## config.mk

```make
export PLATFORM = sky130hd
export DESIGN_NAME = wb_arbiter
export DESIGN_NICKNAME = d
export VERILOG_FILES = /design/src/rtl/wb_arbiter.sv
export SDC_FILE = /design/constraint.sdc
export NUM_CORES = 1
export LEC_CHECK = 0
export CORE_MARGIN = 2
export CORE_UTILIZATION = 30
export DETAILED_ROUTE_END_ITERATION = 8
export PLACE_DENSITY_LB_ADDON = 0.25
export SYNTH_ARGS = -nofsm -noshare
export SYNTH_HDL_FRONTEND = slang
export SYNTH_SLANG_ARGS = --single-unit
```

## constraint.sdc

```tcl
create_clock -name clk -period 4.8 [get_ports clk]
set_input_delay 0.96 -clock clk [delete_from_list [all_inputs] [get_ports clk]]
set_output_delay 0.96 -clock clk [all_outputs]
set_load 0.05 [all_outputs]
```

## src/rtl/wb_arbiter.sv

```systemverilog
// Writeback arbiter: merges unstallable load returns with buffered ALU results into one
// registered register-file write, and tracks in-flight destination registers for hazard stalls.
module wb_arbiter #(
    parameter int ADDR_WIDTH    = 3,
    parameter int DATA_WIDTH    = 16,
    parameter int REG_FILE_SIZE = 8,
    parameter int FIFO_DEPTH    = 2
) (
    input  logic                               clk,
    input  logic                               rst,
    input  logic                               alu_valid,
    output logic                               alu_ready,
    input  logic [ADDR_WIDTH-1:0]              alu_addr,
    input  logic [DATA_WIDTH-1:0]              alu_data,
    input  logic                               ld_issue,
    input  logic [ADDR_WIDTH-1:0]              ld_issue_addr,
    input  logic                               ld_valid,
    input  logic [ADDR_WIDTH-1:0]              ld_addr,
    input  logic [DATA_WIDTH-1:0]              ld_data,
    output logic                               reg_w_en,
    output logic [ADDR_WIDTH-1:0]              reg_w_addr,
    output logic [DATA_WIDTH-1:0]              reg_w_data,
    output logic [REG_FILE_SIZE-1:0]           busy_mask,
    output logic [$clog2(FIFO_DEPTH+1)-1:0]    fifo_count,
    output logic                               err
);

    localparam int CNT_W = $clog2(FIFO_DEPTH + 1);
    localparam int PTR_W = (FIFO_DEPTH > 1) ? $clog2(FIFO_DEPTH) : 1;
    localparam logic [CNT_W-1:0] DEPTH_C  = CNT_W'(FIFO_DEPTH);
    localparam logic [PTR_W-1:0] PTR_LAST = PTR_W'(FIFO_DEPTH - 1);

    function automatic logic [PTR_W-1:0] ptr_inc(input logic [PTR_W-1:0] p);
        return (p == PTR_LAST) ? '0 : p + PTR_W'(1);
    endfunction

    logic [ADDR_WIDTH-1:0]    fifo_addr [FIFO_DEPTH];
    logic [DATA_WIDTH-1:0]    fifo_data [FIFO_DEPTH];
    logic [PTR_W-1:0]         rd_ptr;
    logic [PTR_W-1:0]         wr_ptr;
    logic                     fifo_empty;
    logic                     alu_acc_p0;
    logic                     pop_p0;
    logic                     push_p0;
    logic                     vld_p0;
    logic [ADDR_WIDTH-1:0]    sel_addr_p0;
    logic [DATA_WIDTH-1:0]    sel_data_p0;
    logic [REG_FILE_SIZE-1:0] busy_next;

    // Stage p0: source selection. Ready depends only on occupancy and ld_valid, never on alu_valid.
    assign fifo_empty = (fifo_count == '0);
    assign alu_ready  = (fifo_count < DEPTH_C) || (!fifo_empty && !ld_valid);
    assign alu_acc_p0 = alu_valid && alu_ready;
    assign pop_p0     = !ld_valid && !fifo_empty;
    assign push_p0    = alu_acc_p0 && (ld_valid || !fifo_empty);

    always_comb begin
        vld_p0      = 1'b1;
        sel_addr_p0 = ld_addr;
        sel_data_p0 = ld_data;
        if (ld_valid) begin
            vld_p0 = 1'b1;
        end else if (!fifo_empty) begin
            sel_addr_p0 = fifo_addr[rd_ptr];
            sel_data_p0 = fifo_data[rd_ptr];
        end else if (alu_acc_p0) begin
            sel_addr_p0 = alu_addr;
            sel_data_p0 = alu_data;
        end else begin
            vld_p0 = 1'b0;
        end
    end

    // Clear for the write now on reg_w_* is applied first so a same-cycle set wins.
    always_comb begin
        busy_next = busy_mask;
        if (reg_w_en)   busy_next[reg_w_addr]    = 1'b0;
        if (ld_issue)   busy_next[ld_issue_addr] = 1'b1;
        if (alu_acc_p0) busy_next[alu_addr]      = 1'b1;
    end

    always_ff @(posedge clk or posedge rst) begin
        if (rst) begin
            rd_ptr     <= '0;
            wr_ptr     <= '0;
            fifo_count <= '0;
            busy_mask  <= '0;
            err        <= 1'b0;
            reg_w_en   <= 1'b0;
            reg_w_addr <= '0;
            reg_w_data <= '0;
        end else begin
            if (pop_p0)  rd_ptr <= ptr_inc(rd_ptr);
            if (push_p0) wr_ptr <= ptr_inc(wr_ptr);
            if (push_p0 && !pop_p0)      fifo_count <= fifo_count + CNT_W'(1);
            else if (pop_p0 && !push_p0) fifo_count <= fifo_count - CNT_W'(1);
            busy_mask <= busy_next;
            if (ld_valid && !busy_mask[ld_addr]) err <= 1'b1;
            // Stage p1: registered write port; address/data hold when idle.
            reg_w_en <= vld_p0;
            if (vld_p0) begin
                reg_w_addr <= sel_addr_p0;
                reg_w_data <= sel_data_p0;
            end
        end
    end

    always_ff @(posedge clk) begin
        if (push_p0) begin
            fifo_addr[wr_ptr] <= alu_addr;
            fifo_data[wr_ptr] <= alu_data;
        end
    end

endmodule

```

[Word-level counts from Yosys, hierarchy flattened]
Memories as Yosys holds them, arrays and structs flattened.
Index checks and enable logic that the tools add are counted.
Operators by class
  add/sub/neg operators: 4
  order comparisons: 8
  muxes and demuxes: 26
  bitwise gates (word level): 4
  reduce and logical (&&, ||, !) cells: 18
Operators with widths (number)
  $mux 16: 3
  $mux 8: 3
  $lt 3x4->1 const B: 4
  $or 8x8->8: 2
  $mux 1: 11
  $demux 1 s3: 3
  $ge 3x1->1 const B: 3
  $logic_and 1x1->1: 9
  $mux 3: 3
  $and 8x8->8: 1
  $not 8->8: 1
  $logic_not 1->1: 5
  $mux 2: 2
  $bmux 1 s3: 1
  $add 1x1->1 const B: 2
  $add 2x1->2 const B: 1
  $logic_not 2->1: 1
  $logic_or 1x1->1: 2
  $lt 2x2->1 const B: 1
  $reduce_bool 2->1: 1
  $sub 2x1->2 const B: 1
Storage, ports and cells
  register bits after elaboration: 33
  memory bits (writable): 38
  input port bits: 46
  output and inout port bits: 32
  word-level logic and storage cells: 70
  memories kept: 2
Memory list
  fifo_data: depth 2, bits a word 16, rd ports 1, clocked after Yosys merged registers in 0, wr ports 1, line 38  | logic [DATA_WIDTH-1:0] fifo_data [FIFO_DEPTH];
  fifo_addr: depth 2, bits a word 3, rd ports 1, clocked after Yosys merged registers in 0, wr ports 1, line 37  | logic [ADDR_WIDTH-1:0] fifo_addr [FIFO_DEPTH];

[Depth between registers and ports, before layout]
  depth in word-level cells: 11
  gate-level depth with buffers: 7
  mapped depth without buffers: 6

[Worst setup path before layout]
OpenSTA, ideal clock, no wires.
  kind: in2reg
  from: input ld_valid
  to: memory fifo_addr[0][0], enable pin
  library setup time: 0.397 ns
  data arrival time: 2.444 ns
  data required time: 4.403 ns
  path slack: 1.959 ns
  stages on the path: 4
  buffers on the path: 1
  cell sequence: clkbuf_1 > a21boi_1 > o31a_1 > nor2b_1
Between the ends
  longest elaborated chain between the ends: 7
  elaborated cells on any way between the ends: 8
  those cells by class: 2 x mux; 6 x reduce/logical
Ends and longest elaborated chain
  from (decl): line 17  | input logic ld_valid,
  $logic_not 1->1: line 52  | assign alu_ready = (fifo_count < DEPTH_C) || (!fifo_empty && !ld_valid);
  $logic_and 1x1->1: line 52
  $logic_or 1x1->1: line 52
  $logic_and 1x1->1: line 53  | assign alu_acc_p0 = alu_valid && alu_ready;
  $logic_and 1x1->1 *: line 55  | assign push_p0 = alu_acc_p0 && (ld_valid || !fifo_empty);
  $mux 1 *: line 109  | if (push_p0) begin
  $mux 1 (not written as such) *: line 110  | fifo_addr[wr_ptr] <= alu_addr;
  to (decl): line 37
Every way passes the cells marked *; elsewhere a longest branch is shown, timed or not.

[Worst setup path after layout]
  from: input ld_valid
  to: output alu_ready
Between the ends
  longest elaborated chain between the ends: 3
Ends and longest elaborated chain
  $logic_not 1->1: line 52
  $logic_and 1x1->1: line 52
  $logic_or 1x1->1: line 52
  to (decl): line 12  | output logic alu_ready,
No other way between the ends.

==> impl_results.rst <==
.. list-table::
   :header-rows: 1

   * - Metric
     - Value
   * - Run status
     - completed
   * - Worst reg2reg path endpoint
     - fifo_data[0][10]$_DFFE_PP_
   * - Inserted Clock Buffers
     - 9
   * - Area growth from synthesis to layout
     - 32.4%
   * - M2 GR Usage
     - about a fifth
   * - Post-detailed-route DRC marker count
     - 0
   * - Share of post-route cells with drive strength above 1
     - between 10% and 20%
   * - Number of gates resized after cts
     - 0
   * - Number of enable-type register cells in the synthesized netlist
     - 38
   * - Total congestion overflow after global routing
     - 0
   * - Achievable clock frequency
     - just under 300 MHz
   * - Worst-path cell with the longest stage delay
     - clkdlybuf4s50_1
   * - DR pass1 iterations
     - 4
   * - Die outline width
     - around 110 um
   * - H-tree lvl count
     - 3
   * - Cell Rows
     - 38
   * - Power density relative to cell area
     - 577 nW/um2
   * - Depth of the worst register-to-register path
     - 3
   * - Final WL
     - a little over 7 mm
   * - Largest family of logic cells by synthesized area
     - multiplexers
   * - Max Cap Viol
     - 0
   * - Number of flip-flops and latches in the synthesized netlist
     - 71
   * - Data required time at the worst endpoint
     - between 3 and 4 ns
   * - Detailed Place HPWL
     - about 4.9 mm
   * - Leakage power total
     - approximately 1.7 nW
   * - Top post-synthesis cells by area
     - edfxtp_1 35%, dfrtp_1 25%, mux2i_1 11%
   * - Crit path largest cell delay
     - approximately 0.73 ns
   * - Post CTS Setup Buffer Count
     - 0
   * - Fraction of synthesized cell area taken by the top area cell type
     - 35.0%
   * - Area of all sequential standard cells
     - around 2000 um2
   * - Average size of a mapped cell
     - roughly 14 um2
   * - Hold Crit Endpoint
     - err$_DFFE_PP0P_
   * - Maximum clock skew at final layout
     - 0.0101 ns
   * - Critical R2R Launch
     - fifo_count[1]$_DFFE_PP0P_
   * - Clock root cell
     - clkbuf_8
   * - Final antenna-violating net count
     - 0
   * - Number of vias in the routed layout
     - between 2000 and 2500
   * - Number of hold buffers added after cts
     - 0
   * - Initial antenna violation count
     - 0
   * - First-pass GRT wire length
     - ~11 mm
   * - Area share of and/or/nand/nor cells after synthesis
     - under 10%
   * - Crit path cell chain
     - buf_2 -> nand2_1 -> clkdlybuf4s50_1
   * - Critical Path Fanout Max
     - between 40 and 50
   * - Post-synthesis instance total
     - approximately 240
   * - Total die area
     - about 12000 um2
   * - TritonCTS clock tree
     - built
   * - Final setup vio count
     - 0
   * - Via count of the first global-routing pass
     - 2205
   * - Die height
     - about 110 um
   * - Synth Area in Compound Gates
     - 7.75%
   * - Crit share post-route
     - between 70% and 80%
   * - Critical Path Start Type
     - input port
   * - Insertion delay of the later-clocked pin in the worst-skew pair
     - 0.34 ns
   * - Total of fill cells in the finished design
     - around 1100
   * - Mux share of post-synthesis cell area
     - 20.6%
   * - Iteration-0 DRC Markers
     - 63
   * - Largest net degree at the start of global routing
     - 45
   * - Proportion of synthesized chip area in sequential cells
     - approximately three fifths
   * - Critical path capture point type
     - output pin
   * - Unique masters post-synth
     - 35
   * - CORE AREA
     - around 11000 um2
   * - Endpoint arrival time on the critical path
     - around 2.4 ns
   * - Worst hold stages
     - 1
   * - Placer congestion estimate
     - slightly below 0.8
   * - Met1 capacity usage during global routing
     - 16.5%
   * - Post-synthesis cell type with the largest combined area
     - edfxtp_1
   * - Aggregate negative setup slack
     - 0 ns
   * - Leading register cell type out of synthesis
     - edfxtp_1
   * - Via density per instance
     - between 4 and 5
   * - Mapped cell area
     - between 3000 and 4000 um2
   * - Commonest non-fill, non-tap cell in the layout
     - clkdlybuf4s50_1
   * - Final min period
     - around 3.4 ns
   * - VDD IR max
     - approximately 190 uV
   * - Slew Limit Headroom
     - between 20% and 30%
   * - Count of input and output buffers
     - 77
   * - Syn. warnings
     - 0
   * - Adder-cell area share of the yosys netlist
     - less than 1%
   * - Hold Crit Class
     - reg2reg
   * - Area of combinational cells with multiple inputs
     - 1230 um2
   * - Crit path kind
     - in2out
   * - Final Hold Violating Endpoints
     - 0
   * - XOR/XNOR Fraction of Synth Area
     - under 10%
   * - I/O pin cnt
     - 78
   * - Non-filler instance count after layout
     - 460
   * - Mapped Nets
     - 283
   * - GRT Resource Usage Total
     - 13.0%
   * - Maximum buffer depth of the clock tree
     - 2
   * - DR WL/cell
     - ~16 um
   * - Startpoint of the tightest hold check path
     - err$_DFFE_PP0P_
   * - Met3 layer usage reported by global route
     - between 3 and 4%
   * - Internal reg-to-reg setup slack
     - about 2.6 ns
   * - Nets@finish
     - about 360
   * - Number of antenna repair diodes
     - 0
   * - Highest-count cells in the layout ignoring fill and taps
     - 76 x clkdlybuf4s50_1, 38 x edfxtp_1, 36 x mux2i_1, 33 x dfrtp_1, 27 x nand2_1
   * - Cell total after placement
     - 444
   * - Starting Density
     - 30.4%
   * - Async S/R FF share, synth
     - a little under half
   * - Most used routing layer
     - met2
   * - Final number of max-transition violations
     - 0
   * - RSZ-0062 raised after global routing
     - no
   * - Worst-Margin Slew
     - between 1 and 1.5 ns
   * - Post-CTS clock slew at the launch and capture registers of the worst setup and hold paths
     - approximately 0.07 ns
   * - Sinks on Clock Net
     - 71
[area by class of cell]
cell class                      instances  area share [%]
Multi-Input combinational cell        153            28.4
Clock inverter                          7           0.927
Tap cell                              140            4.06
Clock buffer                            9            2.87
Sequential cell                        71            45.5
Timing Repair Buffer                   79            18.1
Inverter                                1          0.0869
[worst max-delay path, delay by kind of cell]
| kind | cells | cell delay [ns] |
|---|---|---|
| and+or+nand+nor | 1 | 0.10 |
| buffers and inverters | 2 | 1.33 |
[synthesized netlist by cell type, types with 2 or more instances]
master / n
o21ai_1: 18
buf_6: 2
mux2_2: 3
nand2_1: 27
o211ai_1: 2
xnor2_1: 2
nand2b_1: 10
o221ai_1: 6
o21ai_0: 6
clkbuf_1: 5
xor2_1: 3
dfrtp_1: 33
nor2b_1: 3
mux2_4: 17
or3_1: 2
o31ai_1: 3
mux2i_1: 36
buf_4: 3
edfxtp_1: 38
nor2_1: 2
[kinds of logic (layout without fill, tap and decap cells)]
logic type / count (synthesis) / in the layout
compound gates: 40 / 40
xor+xnor: 5 / 5
fa+ha+maj: 1 / 1
buf+inv: 12 / 96
flops: 71 / 71
mux: 57 / 57
simple gates: 50 / 50
[power by group]
| part | switching, W | total (W) | internal, W |
|---|---|---|---|
| combinational | 0.000619 | 0.00111 | 0.000494 |
| clock | 0.000223 | 0.000405 | 0.000183 |
| sequential | 0.000153 | 0.000973 | 0.000820 |
| total | 0.000995 | 0.00249 | 0.00150 |
[per-stage QoR]
step	power, W	setup slack (ns)	util (%)	hold slack, ns	instance area [um2]
6_report	0.00249	1.43	40.2	0.474	4320
5_1_grt	0.00262	1.34	40.2	0.497	4320
4_1_cts	0.00252	1.42	40.2	0.479	4320
3_5_place_dp	0.00211	1.20	38.7	0.459	4160
3_3_place_gp	0.00210	1.25	38.7	0.465	4160
2_1_floorplan	0.00177	1.96	-	0.455	3260
[sequential cells by signal (all words and copies together), names as in the netlist, 2 cells and up]
signal and cells:
reg_w_data 16, fifo_count 2, reg_w_addr 3, fifo_addr 6, fifo_data 32, busy_mask 8
[per-layer routing]
| metal | up-vias | wire [um] |
|---|---|---|
| met5 | - | 0 |
| met4 | 0 | 117 |
| met3 | 11 | 359 |
| met2 | 57 | 3370 |
| met1 | 1053 | 3290 |
| li1 | 1032 | - |
[how the worst max path moves through the flow]
stage | start | to | slack [ns] | cells past startpoint
2_1_floorplan | ld_valid | fifo_addr[0][0]$_DFFE_PP_ | 1.96 | 4
3_3_place_gp | alu_valid | fifo_data[0][15]$_DFFE_PP_ | 1.25 | 5
3_5_place_dp | alu_valid | fifo_data[0][15]$_DFFE_PP_ | 1.20 | 5
4_1_cts | ld_valid | alu_ready | 1.42 | 3
5_1_grt | ld_valid | alu_ready | 1.34 | 3
6_report | ld_valid | alu_ready | 1.43 | 3
Note: power is estimated with default switching activity, not from simulation.
